### config.mk
export PLATFORM = sky130hd
export DESIGN_NAME = mult_div_unit_flat
export DESIGN_NICKNAME = d
export VERILOG_FILES = /design/src/rtl/mult_div_unit_if.sv /design/src/rtl/mult_div_unit.sv /design/src/flat_wrapper.sv
export SDC_FILE = /design/constraint.sdc
export NUM_CORES = 1
export LEC_CHECK = 0
export CAP_MARGIN = 30
export CORE_ASPECT_RATIO = 1.5
export CORE_UTILIZATION = 30
export CTS_BUF_LIST = sky130_fd_sc_hd__clkbuf_4 sky130_fd_sc_hd__clkbuf_8 sky130_fd_sc_hd__clkbuf_16
export CTS_CLUSTER_SIZE = 28
export DETAILED_ROUTE_END_ITERATION = 10
export GPL_ROUTABILITY_DRIVEN = 0
export PLACE_DENSITY = 0.45
export SYNTH_ARGS = -nofsm -noshare
export SYNTH_HDL_FRONTEND = slang
export SYNTH_SLANG_ARGS = --single-unit
### constraint.sdc
create_clock -name clk -period 7.95 [get_ports clk]
set_clock_uncertainty 0.05 [all_clocks]
set_input_delay 0.795 -clock clk [delete_from_list [all_inputs] [get_ports clk]]
set_output_delay 0.795 -clock clk [all_outputs]
set_load 0.03 [all_outputs]
### src/rtl/mult_div_unit_if.sv
// Handshake and HI/LO bus between the control unit and the multiply/divide unit.
interface mult_div_unit_if #(parameter int WIDTH = 32);
   logic             Start;
   logic [1:0]       Op;
   logic [WIDTH-1:0] Operand_A;
   logic [WIDTH-1:0] Operand_B;
   logic             Write_HI;
   logic             Write_LO;
   logic [WIDTH-1:0] Write_Data;
   logic             Busy;
   logic             Done;
   logic             Div_By_Zero;
   logic [WIDTH-1:0] HI;
   logic [WIDTH-1:0] LO;

   modport master (
      output Start, Op, Operand_A, Operand_B, Write_HI, Write_LO, Write_Data,
      input  Busy, Done, Div_By_Zero, HI, LO
   );

   modport slave (
      input  Start, Op, Operand_A, Operand_B, Write_HI, Write_LO, Write_Data,
      output Busy, Done, Div_By_Zero, HI, LO
   );
endinterface

### src/rtl/mult_div_unit.sv
// Iterative shift-add multiplier / restoring divider owning the HI/LO registers.
// One result bit per cycle; signed ops run on magnitudes with a final sign fix.
module mult_div_unit #(
   parameter int WIDTH = 32
) (
   input logic             clk,
   input logic             reset_n,
   mult_div_unit_if.slave  bus
);
   localparam int CW = $clog2(WIDTH) + 1;
   localparam logic [CW-1:0] LAST_CNT = CW'(WIDTH - 1);

   typedef enum logic [1:0] {
      IDLE   = 2'b00,
      RUN    = 2'b01,
      FINISH = 2'b10
   } state_t;

   state_t             state_r;
   logic [1:0]         op_r;
   logic [WIDTH-1:0]   mcand_r;
   logic [WIDTH-1:0]   mplier_r;
   logic [2*WIDTH-1:0] acc_r;
   logic [CW-1:0]      cnt_r;
   logic               neg_q_r;
   logic               neg_r_r;
   logic               dbz_r;
   logic               busy_r;
   logic               done_r;
   logic               dbz_pulse_r;
   logic [WIDTH-1:0]   hi_r;
   logic [WIDTH-1:0]   lo_r;

   logic               a_neg_s;
   logic               b_neg_s;
   logic [WIDTH-1:0]   a_mag_s;
   logic [WIDTH-1:0]   b_mag_s;
   logic [WIDTH:0]     mul_sum_s;
   logic [2*WIDTH-1:0] mul_next_s;
   logic [WIDTH+1:0]   div_trial_s;
   logic [2*WIDTH-1:0] div_next_s;
   logic [2*WIDTH-1:0] prod_s;
   logic [WIDTH-1:0]   quot_s;
   logic [WIDTH-1:0]   rem_s;
   logic [WIDTH-1:0]   res_hi_s;
   logic [WIDTH-1:0]   res_lo_s;

   // Operand magnitudes and sign flags captured at Start (Op[0]=0 means signed).
   always_comb begin
      a_neg_s = ~bus.Op[0] & bus.Operand_A[WIDTH-1];
      b_neg_s = ~bus.Op[0] & bus.Operand_B[WIDTH-1];
      if (a_neg_s) begin
         a_mag_s = {WIDTH{1'b0}} - bus.Operand_A;
      end else begin
         a_mag_s = bus.Operand_A;
      end
      if (b_neg_s) begin
         b_mag_s = {WIDTH{1'b0}} - bus.Operand_B;
      end else begin
         b_mag_s = bus.Operand_B;
      end
   end

   // One iteration step of each algorithm plus the sign-corrected final result.
   always_comb begin
      if (mplier_r[0]) begin
         mul_sum_s = {1'b0, acc_r[2*WIDTH-1:WIDTH]} + {1'b0, mcand_r};
      end else begin
         mul_sum_s = {1'b0, acc_r[2*WIDTH-1:WIDTH]};
      end
      mul_next_s = {mul_sum_s, acc_r[WIDTH-1:1]};

      // Shifted remainder can reach WIDTH+1 bits, so the trial keeps a borrow bit above that.
      div_trial_s = {1'b0, acc_r[2*WIDTH-1:WIDTH-1]} - {2'b00, mplier_r};
      if (div_trial_s[WIDTH+1]) begin
         div_next_s = {acc_r[2*WIDTH-2:0], 1'b0};
      end else begin
         div_next_s = {div_trial_s[WIDTH-1:0], acc_r[WIDTH-2:0], 1'b1};
      end

      if (neg_q_r) begin
         prod_s = {(2*WIDTH){1'b0}} - acc_r;
         quot_s = {WIDTH{1'b0}} - acc_r[WIDTH-1:0];
      end else begin
         prod_s = acc_r;
         quot_s = acc_r[WIDTH-1:0];
      end
      if (neg_r_r) begin
         rem_s = {WIDTH{1'b0}} - acc_r[2*WIDTH-1:WIDTH];
      end else begin
         rem_s = acc_r[2*WIDTH-1:WIDTH];
      end
      if (op_r[1]) begin
         res_hi_s = rem_s;
         res_lo_s = quot_s;
      end else begin
         res_hi_s = prod_s[2*WIDTH-1:WIDTH];
         res_lo_s = prod_s[WIDTH-1:0];
      end
   end

   // Control FSM, iteration datapath and architectural HI/LO registers.
   always_ff @(posedge clk) begin
      if (!reset_n) begin
         state_r     <= IDLE;
         op_r        <= 2'b00;
         mcand_r     <= {WIDTH{1'b0}};
         mplier_r    <= {WIDTH{1'b0}};
         acc_r       <= {(2*WIDTH){1'b0}};
         cnt_r       <= {CW{1'b0}};
         neg_q_r     <= 1'b0;
         neg_r_r     <= 1'b0;
         dbz_r       <= 1'b0;
         busy_r      <= 1'b0;
         done_r      <= 1'b0;
         dbz_pulse_r <= 1'b0;
         hi_r        <= {WIDTH{1'b0}};
         lo_r        <= {WIDTH{1'b0}};
      end else begin
         done_r      <= 1'b0;
         dbz_pulse_r <= 1'b0;
         case (state_r)
            IDLE: begin
               if (bus.Start) begin
                  op_r     <= bus.Op;
                  mcand_r  <= a_mag_s;
                  mplier_r <= b_mag_s;
                  // Divides start with the dividend in the quotient half.
                  if (bus.Op[1]) begin
                     acc_r <= {{WIDTH{1'b0}}, a_mag_s};
                  end else begin
                     acc_r <= {(2*WIDTH){1'b0}};
                  end
                  cnt_r   <= {CW{1'b0}};
                  neg_q_r <= a_neg_s ^ b_neg_s;
                  neg_r_r <= a_neg_s;
                  dbz_r   <= bus.Op[1] & (bus.Operand_B == {WIDTH{1'b0}});
                  busy_r  <= 1'b1;
                  if (bus.Op[1] && (bus.Operand_B == {WIDTH{1'b0}})) begin
                     state_r <= FINISH;
                  end else begin
                     state_r <= RUN;
                  end
               end else begin
                  if (bus.Write_HI) begin
                     hi_r <= bus.Write_Data;
                  end
                  if (bus.Write_LO) begin
                     lo_r <= bus.Write_Data;
                  end
               end
            end
            RUN: begin
               if (op_r[1]) begin
                  acc_r <= div_next_s;
               end else begin
                  acc_r    <= mul_next_s;
                  mplier_r <= {1'b0, mplier_r[WIDTH-1:1]};
               end
               cnt_r <= cnt_r + {{(CW-1){1'b0}}, 1'b1};
               if (cnt_r == LAST_CNT) begin
                  state_r <= FINISH;
               end
            end
            FINISH: begin
               if (!dbz_r) begin
                  hi_r <= res_hi_s;
                  lo_r <= res_lo_s;
               end
               done_r      <= 1'b1;
               dbz_pulse_r <= dbz_r;
               busy_r      <= 1'b0;
               state_r     <= IDLE;
            end
            default: begin
               busy_r  <= 1'b0;
               state_r <= IDLE;
            end
         endcase
      end
   end

   assign bus.Busy        = busy_r;
   assign bus.Done        = done_r;
   assign bus.Div_By_Zero = dbz_pulse_r;
   assign bus.HI          = hi_r;
   assign bus.LO          = lo_r;
endmodule

### src/flat_wrapper.sv
// flat-port wrapper written by rule: the top's interface ports become plain ports
module mult_div_unit_flat 
#(
   parameter int WIDTH = 32
)
  (clk, reset_n, bus_Start, bus_Op, bus_Operand_A, bus_Operand_B, bus_Write_HI, bus_Write_LO, bus_Write_Data, bus_Busy, bus_Done, bus_Div_By_Zero, bus_HI, bus_LO);
  mult_div_unit_if #(.WIDTH(WIDTH)) bus_i ();
  input logic clk;
  input logic reset_n;
  input wire logic [$bits(bus_i.Start)-1:0] bus_Start;
  input wire logic [$bits(bus_i.Op)-1:0] bus_Op;
  input wire logic [$bits(bus_i.Operand_A)-1:0] bus_Operand_A;
  input wire logic [$bits(bus_i.Operand_B)-1:0] bus_Operand_B;
  input wire logic [$bits(bus_i.Write_HI)-1:0] bus_Write_HI;
  input wire logic [$bits(bus_i.Write_LO)-1:0] bus_Write_LO;
  input wire logic [$bits(bus_i.Write_Data)-1:0] bus_Write_Data;
  output wire logic [$bits(bus_i.Busy)-1:0] bus_Busy;
  output wire logic [$bits(bus_i.Done)-1:0] bus_Done;
  output wire logic [$bits(bus_i.Div_By_Zero)-1:0] bus_Div_By_Zero;
  output wire logic [$bits(bus_i.HI)-1:0] bus_HI;
  output wire logic [$bits(bus_i.LO)-1:0] bus_LO;
  assign bus_i.Start = bus_Start;
  assign bus_i.Op = bus_Op;
  assign bus_i.Operand_A = bus_Operand_A;
  assign bus_i.Operand_B = bus_Operand_B;
  assign bus_i.Write_HI = bus_Write_HI;
  assign bus_i.Write_LO = bus_Write_LO;
  assign bus_i.Write_Data = bus_Write_Data;
  assign bus_Busy = bus_i.Busy;
  assign bus_Done = bus_i.Done;
  assign bus_Div_By_Zero = bus_i.Div_By_Zero;
  assign bus_HI = bus_i.HI;
  assign bus_LO = bus_i.LO;
  mult_div_unit #(.WIDTH(WIDTH)) u_core (.clk(clk), .reset_n(reset_n), .bus(bus_i));
endmodule
==> insert_results.sql <==
INSERT INTO impl_metrics (metric_group, metric, value, unit) VALUES
('timing', 'rsz_0062_raised_after_global_routing', 'no', ''),
('synthesis', 'synth_seq_cells', '207', ''),
('synthesis', 'synth-edff-count', '0', ''),
('worst_setup_path', 'critPathLaunchType', 'flip-flop', ''),
('synthesis', 'yosysUniqueCellTypes', '83', ''),
('synthesis', 'synth_top_family_by_area', 'compound AO/OA/AOI/OAI gates', ''),
('timing', 'max_slew.worst_pin.slew', '0.935', 'ns'),
('synthesis', 'synthesis.area_per_instance', '7.68', 'um^2'),
('worst_setup_path', 'timing.critical_path.required', '8.35', 'ns'),
('grt', 'number_of_global_route_vias_before_repair', '15500', ''),
('timing', 'final-hold-violation-count', '0', ''),
('final_layout', 'layout_commonest_cell', 'sky130_fd_sc_hd__dfxtp_1', ''),
('detailed_routing', 'routed_length_per_placed_instance', '23.2', 'um'),
('synthesis', 'synth_largest_type_area_fraction', '0.258', ''),
('clocking', 'cts_num_sinks', '207', ''),
('timing', 'highest_clock_rate', '267', 'MHz'),
('synthesis', 'synth.net_count', '2268', ''),
('synthesis', 'synth_sequential_area_ratio', '0.258', ''),
('clocking', 'cts-root-to-sink-buffers', '3', ''),
('detailed_routing', 'detail_route.drc_violations', '0', ''),
('timing', 'share_of_the_clock_period_used_by_the_worst_path_after_layout', '0.471', ''),
('timing', 'min_cycle_time_layout', '3.75', 'ns'),
('grt', 'grt_antenna_before_repair', '0', ''),
('place', 'place_hpwl', '52.1', 'mm'),
('clocking', 'cts_setup_buffers', '0', ''),
('timing', 'report.final.setup_viol', '0', ''),
('clocking', 'cts_buffer_count', '25', ''),
('detailed_routing', 'routed_wl', '66.6', 'mm'),
('clocking', 'clock_insertion_delay_worst_skew', '0.57', 'ns'),
('clocking', 'cts.clk_slew.worst_paths', '0.06', 'ns'),
('grt', 'grt_start_max_net_pins', '85', ''),
('synthesis', 'synth-simple-area-share', '0.198', ''),
('grt', 'gr-total-overflow', '0', ''),
('synthesis', 'synth_xor_area_frac', '0.0904', ''),
('synthesis', 'ys.flop_type', 'sky130_fd_sc_hd__dfxtp_1', ''),
('clocking', 'cts_hold_buffers', '0', ''),
('synthesis', 'synth_top_area_cell', 'sky130_fd_sc_hd__dfxtp_1', ''),
('clocking', 'ctsRootBufferMaster', 'sky130_fd_sc_hd__clkbuf_16', ''),
('final_layout', 'fraction_of_final_layout_cells_sized_beyond_drive_strength_1', '0.0568', ''),
('worst_setup_path', 'worstPathArrival', '4.15', 'ns'),
('detailed_routing', 'antenna_left', '0', ''),
('die', 'die_height', '286', 'um'),
('pwr', 'ir_drop', '131', 'uV'),
('pwr', 'power_density', '194', 'nW/um^2'),
('final_layout', 'nNetsFinal', '2341', ''),
('worst_setup_path', 'worst_setup_path_end_kind', 'flip-flop', ''),
('grt', 'grt_pass1_wl', '98.7', 'mm'),
('clocking', 'h_tree_depth', '1', ''),
('detailed_routing', 'drt-vias-per-instance', '5.56', ''),
('die', 'die_w', '191', 'um'),
('die', 'ioPinCount', '170', ''),
('synthesis', 'synth_area', '16100', 'um^2'),
('timing', 'setup-tns-final', '0', 'ns'),
('timing', 'report.final.slew_viol_count', '0', ''),
('clocking', 'cts_tree', 'done', ''),
('synthesis', 'synthMuxAreaShare', '0.0349', ''),
('final_layout', 'synthToLayoutAreaGrowth', '18.9', '%'),
('synthesis', 'synthAdderAreaFrac', '0.0562', ''),
('synthesis', 'asyncSetResetFlopFracSynth', '0', ''),
('synthesis', 'post_synth_inst_count', '2094', ''),
('place', 'dpl-instance-area', '18300', 'um^2'),
('die', 'initial_utilization', '0.304', ''),
('clocking', 'cts_resized', '0', ''),
('grt', 'grt_use_total', '0.239', ''),
('synthesis', 'yosys_warnings', '0', ''),
('detailed_routing', 'routed-via-count', '15900', ''),
('min_path', 'hold_path.class', 'flip-flop to flip-flop', ''),
('final_layout', 'final_area', '19100', 'um^2'),
('timing', 'relSlewSlack', '0.376', ''),
('detailed_routing', 'dr.pass1.iters', '5', ''),
('run_status', 'result_of_the_run', 'complete, no violations', '');
critical path, cell delays in order, from the launching register on:
cell	delay, ns
sky130_fd_sc_hd__dfxtp_1	0.64
sky130_fd_sc_hd__ha_1	0.38
sky130_fd_sc_hd__a21o_1	0.17
sky130_fd_sc_hd__a31oi_1	0.17
sky130_fd_sc_hd__a21boi_0	0.21
sky130_fd_sc_hd__a2111o_1	0.48
sky130_fd_sc_hd__nand3_1	0.16
sky130_fd_sc_hd__and2_1	0.51
sky130_fd_sc_hd__buf_4	0.38
sky130_fd_sc_hd__and3_1	0.20
sky130_fd_sc_hd__a211oi_1	0.05
sky130_fd_sc_hd__a22o_1	0.21
path summary, 6_finish.rpt:
| kind | startpoint | endpoint | slack [ns] | cells past startpoint |
|---|---|---|---|---|
| max | u_core.acc_r[35] | u_core.acc_r[62] | 4.20 | 11 |
| min | u_core.bus.HI[26] | u_core.bus.HI[26] | 0.40 | 2 |
| max reg2reg | u_core.acc_r[35] | u_core.acc_r[62] | 4.20 | 11 |
| min reg2reg | u_core.bus.HI[26] | u_core.bus.HI[26] | 0.40 | 2 |
synth_stat cells, types with 13 or more instances:
cell and number:
sky130_fd_sc_hd__o21a_1 14, sky130_fd_sc_hd__buf_1 14, sky130_fd_sc_hd__nand2_1 199, sky130_fd_sc_hd__nand2b_1 24, sky130_fd_sc_hd__nand3_1 42, sky130_fd_sc_hd__nor2b_1 63
sky130_fd_sc_hd__or4_1 13, sky130_fd_sc_hd__xor2_1 96, sky130_fd_sc_hd__a21o_1 31, sky130_fd_sc_hd__a31oi_1 17, sky130_fd_sc_hd__inv_1 62, sky130_fd_sc_hd__nor2_1 161
sky130_fd_sc_hd__o21ai_0 129, sky130_fd_sc_hd__o31ai_1 37, sky130_fd_sc_hd__clkbuf_1 132, sky130_fd_sc_hd__xnor2_1 70, sky130_fd_sc_hd__ha_1 69, sky130_fd_sc_hd__o221ai_1 29
sky130_fd_sc_hd__dfxtp_1 207, sky130_fd_sc_hd__a21boi_0 21, sky130_fd_sc_hd__a211oi_1 54, sky130_fd_sc_hd__mux2i_1 46, sky130_fd_sc_hd__o211a_1 62, sky130_fd_sc_hd__and2_1 17
sky130_fd_sc_hd__a21oi_1 198, sky130_fd_sc_hd__or3_1 19, sky130_fd_sc_hd__nor3_1 32, sky130_fd_sc_hd__o211ai_1 35, sky130_fd_sc_hd__and3_1 13
sequential cells by signal, indices dropped and copies added, names as in the netlist:
| register | count |
|---|---|
| u_core.bus.HI | 32 |
| u_core.neg_r_r | 1 |
| u_core.cnt_r | 6 |
| u_core.mcand_r | 32 |
| u_core.bus.Div_By_Zero | 1 |
| u_core.dbz_r | 1 |
| u_core.bus.Done | 1 |
| u_core.neg_q_r | 1 |
| u_core.acc_r | 64 |
| u_core.bus.LO | 32 |
| u_core.mplier_r | 32 |
| u_core.state_r | 2 |
| u_core.op_r | 1 |
| u_core.bus.Busy | 1 |
power by group:
| part | internal, mW | total, mW | switching (mW) |
|---|---|---|---|
| clock network | 0.681 | 1.20 | 0.523 |
| logic | 0.488 | 1.26 | 0.774 |
| registers | 1.12 | 1.25 | 0.128 |
| total | 2.29 | 3.72 | 1.42 |
routing by layer:
metal	share of wire	GRT usage	up-vias
met2	0.51	0.442	465
met5	0	0	-
met1	0.39	0.261	7548
met4	0.066	0.145	0
li1	-	-	7802
met3	0.038	0.0201	131
final cells by class:
type,count,area [um^2]
Clock buffer,35,732
Clock inverter,10,103
Fill cell,5582,33700
Inverter,62,233
Multi-Input combinational cell,1671,11100
Sequential cell,207,4150
Tap cell,682,853
Timing Repair Buffer,200,1940
kinds of logic after synthesis:
kind of cell	after synthesis
buffers and inverters	216
multiplexers	55
flip-flops	207
AO/OA/AOI/OAI	731
XOR/XNOR	166
adder cells (fa/ha/maj)	71
AND/OR/NAND/NOR	648
through the flow:
step	instances	power, mW	setup slack [ns]	hold slack [ns]
after detailed placement	2822	2.53	3.99	0.393
after CTS	2867	3.74	4.24	0.405
after global placement	2820	2.52	3.95	0.388
after global routing	2867	3.91	3.97	0.427
final	2867	3.72	4.20	0.401
after floorplan	2094	2.08	4.84	0.393
Note: power is estimated with default switching activity, not from simulation.
==> patch: new RTL, same settings <==
Re-encode `state_t` (3 states) as one-hot, 3 bits wide.
--- a/src/rtl/mult_div_unit.sv
+++ b/src/rtl/mult_div_unit.sv
@@ -12,6 +12,6 @@
 
-   typedef enum logic [1:0] {
-      IDLE   = 2'b00,
-      RUN    = 2'b01,
-      FINISH = 2'b10
+   typedef enum logic [2:0] {
+      IDLE   = 3'b001,
+      RUN    = 3'b010,
+      FINISH = 3'b100
    } state_t;
Function: no difference found for any inputs over 4 cycles, from zero or initial values and one cycle with reset_n low; so few cycles prove little.
==> patch against the unedited design <==
- worst setup slack worse by 0.51 ns
- routed wire length down 2.7%
- total power fell by 13%
- synthesized cell count grew 3.1%
- sequential cell count up 1
- largest power group is now sequential cells
- area after synthesis shrank 2.5%
- critical path type unchanged
- cell area shrank 2.2%
==> patch: results (changes against the unedited design) <==
[status]
status = completed  ; unchanged

[pwr]
peakVddDrop_uv = 116.4  ; was 131.1 uV
power_leakage_nw = 7.150  ; was 7.699 nW

[yosys]
synthXorXnorAreaFrac_pct = 9.327  ; was 9.041%
syn_nets = 2332  ; was 2268
syn_inst = 2158  ; was 2094
yosys-top-cells-area = dfxtp_1 (27%), a21oi_1 (8.7%), nor2_1 (6.4%)  ; was dfxtp_1 (26%), a21oi_1 (6.2%), ha_1 (5.4%)
synthTopCellsByCount = a21oi_1 (272), nor2_1 (267), nand2_1 (210), dfxtp_1 (208), o21ai_0 (141)  ; was dfxtp_1 (207), nand2_1 (199), a21oi_1 (198), nor2_1 (161), clkbuf_1 (132)
synthMuxAreaShare_pct = 3.032  ; was 3.494%
yosysUniqueCellTypes = 78  ; was 83
synth_compound_area_share_pct = 28.00  ; was 31.08%

[worst_hold_path]
holdCritStartpoint = u_core.bus.HI[11]  ; was u_core.bus.HI[26]
hold_path_end = u_core.bus.HI[11]  ; was u_core.bus.HI[26]

[critical_path]
worstReg2RegStart = u_core.mplier_r[0]  ; was u_core.acc_r[35]
r2r_end = u_core.acc_r[60]  ; was u_core.acc_r[62]
r2r_cells = 14  ; was 11
crit_path_top_delay_cell = a221oi_1  ; was dfxtp_1
regToRegSetupSlack_ns = 3.69  ; was 4.20 ns
path_max_fanout = 39  ; was 25
crit_family = compound AO/OA/AOI/OAI gates  ; unchanged
cp_data_arrival_time_ns = 4.64  ; was 4.15 ns

[place]
dp_hpwl_um = 50090  ; was 52100 um
dpl_worst_slack_ns = 3.681  ; was 3.989 ns
dpl-instance-area_um2 = 17840  ; was 18290 um2
place_inst = 2869  ; was 2822

[clock_tree]
cts-buffers-inserted = 24  ; was 25
h-tree-depth = 1  ; unchanged
worstSkewPairLatency_ns = 0.54  ; was 0.57 ns

[timing]
max_slew_margin_pct = 31.29  ; was 37.64%
min_period_ns = 4.260  ; was 3.747 ns

[global_route]
grt_use_met1_pct = 26.69  ; was 26.14%
grt_pass1_vias = 15386  ; was 15509
antenna_found_initial = 2  ; was 0
met2_usage_pct = 44.57  ; was 44.16%
use_met3_pct = 2.295  ; was 2.012%
grt_usage_pct = 23.59  ; was 23.94%
grt_max_degree = 95  ; was 85

[drt]
vias = 16012  ; was 15946
detail_route.wl_per_cell_um = 22.27  ; was 23.24 um
post_drt_via_cell_ratio = 5.501  ; was 5.562
drt_iter0_markers = 828  ; was 892

[final_layout]
multi_input_area_um2 = 10720  ; was 11120 um2
nFillCells = 5525  ; was 5582
nets = 2395  ; was 2341
drive_gt1_share_pct = 4.966  ; was 5.675%

==> patch: cell count changes after synthesis, moves of 19 or more <==
| cell | delta |
|---|---|
| nor2_1 | +106 |
| o211ai_1 | -29 |
| nor2b_1 | -37 |
| o211a_1 | -61 |
| a21oi_1 | +74 |
| nand3_1 | +19 |
| a211oi_1 | +31 |
==> patch: worst reg2reg max path: stages (launching register included) <==
cell	delay [ns]
dfxtp_1	0.30
buf_4	0.39
ha_1	0.29
inv_1	0.06
fa_1	0.39
a21o_1	0.21
a221oi_1	0.48
o211ai_1	0.29
a41oi_1	0.44
o31ai_1	0.14
a21oi_1	0.31
nor3_1	0.09
nor3_1	0.23
xor2_1	0.10
a2111oi_0	0.37
==> patch: area by class of cell <==
cell class / count / area share (%)
multi-input cells: 1732 / 57.31
flip-flops and latches: 208 / 22.28
repair buffers: 194 / 10.30
well taps: 676 / 4.522
clock buffers: 35 / 3.947
inverters: 61 / 1.238
clock inverters: 5 / 0.4014
==> patch: routing by layer <==
| layer | share of wire, % | vias to the layer above |
|---|---|---|
| li1 | - | 7852 |
| met1 | 39 | 7555 |
| met2 | 52 | 495 |
| met4 | 4.4 | 4 |
| met5 | 0.051 | - |
| met3 | 4.5 | 106 |
==> patch: cells by family (layout without fill, tap and decap cells) <==
kind of cell | after synthesis | after routing
AND/OR/NAND/NOR | 738 | 738
AO/OA/AOI/OAI | 709 | 709
buffers and inverters | 218 | 295
flip-flops | 208 | 208
XOR/XNOR | 167 | 167
adder cells (fa/ha/maj) | 71 | 71
multiplexers | 47 | 47
==> patch: power by group <==
| group | switching (W) | internal, W |
|---|---|---|
| Combinational | 0.000562 | 0.000334 |
| Sequential | 0.0000693 | 0.00110 |
| Clock | 0.000471 | 0.000702 |
| Total | 0.00110 | 0.00214 |
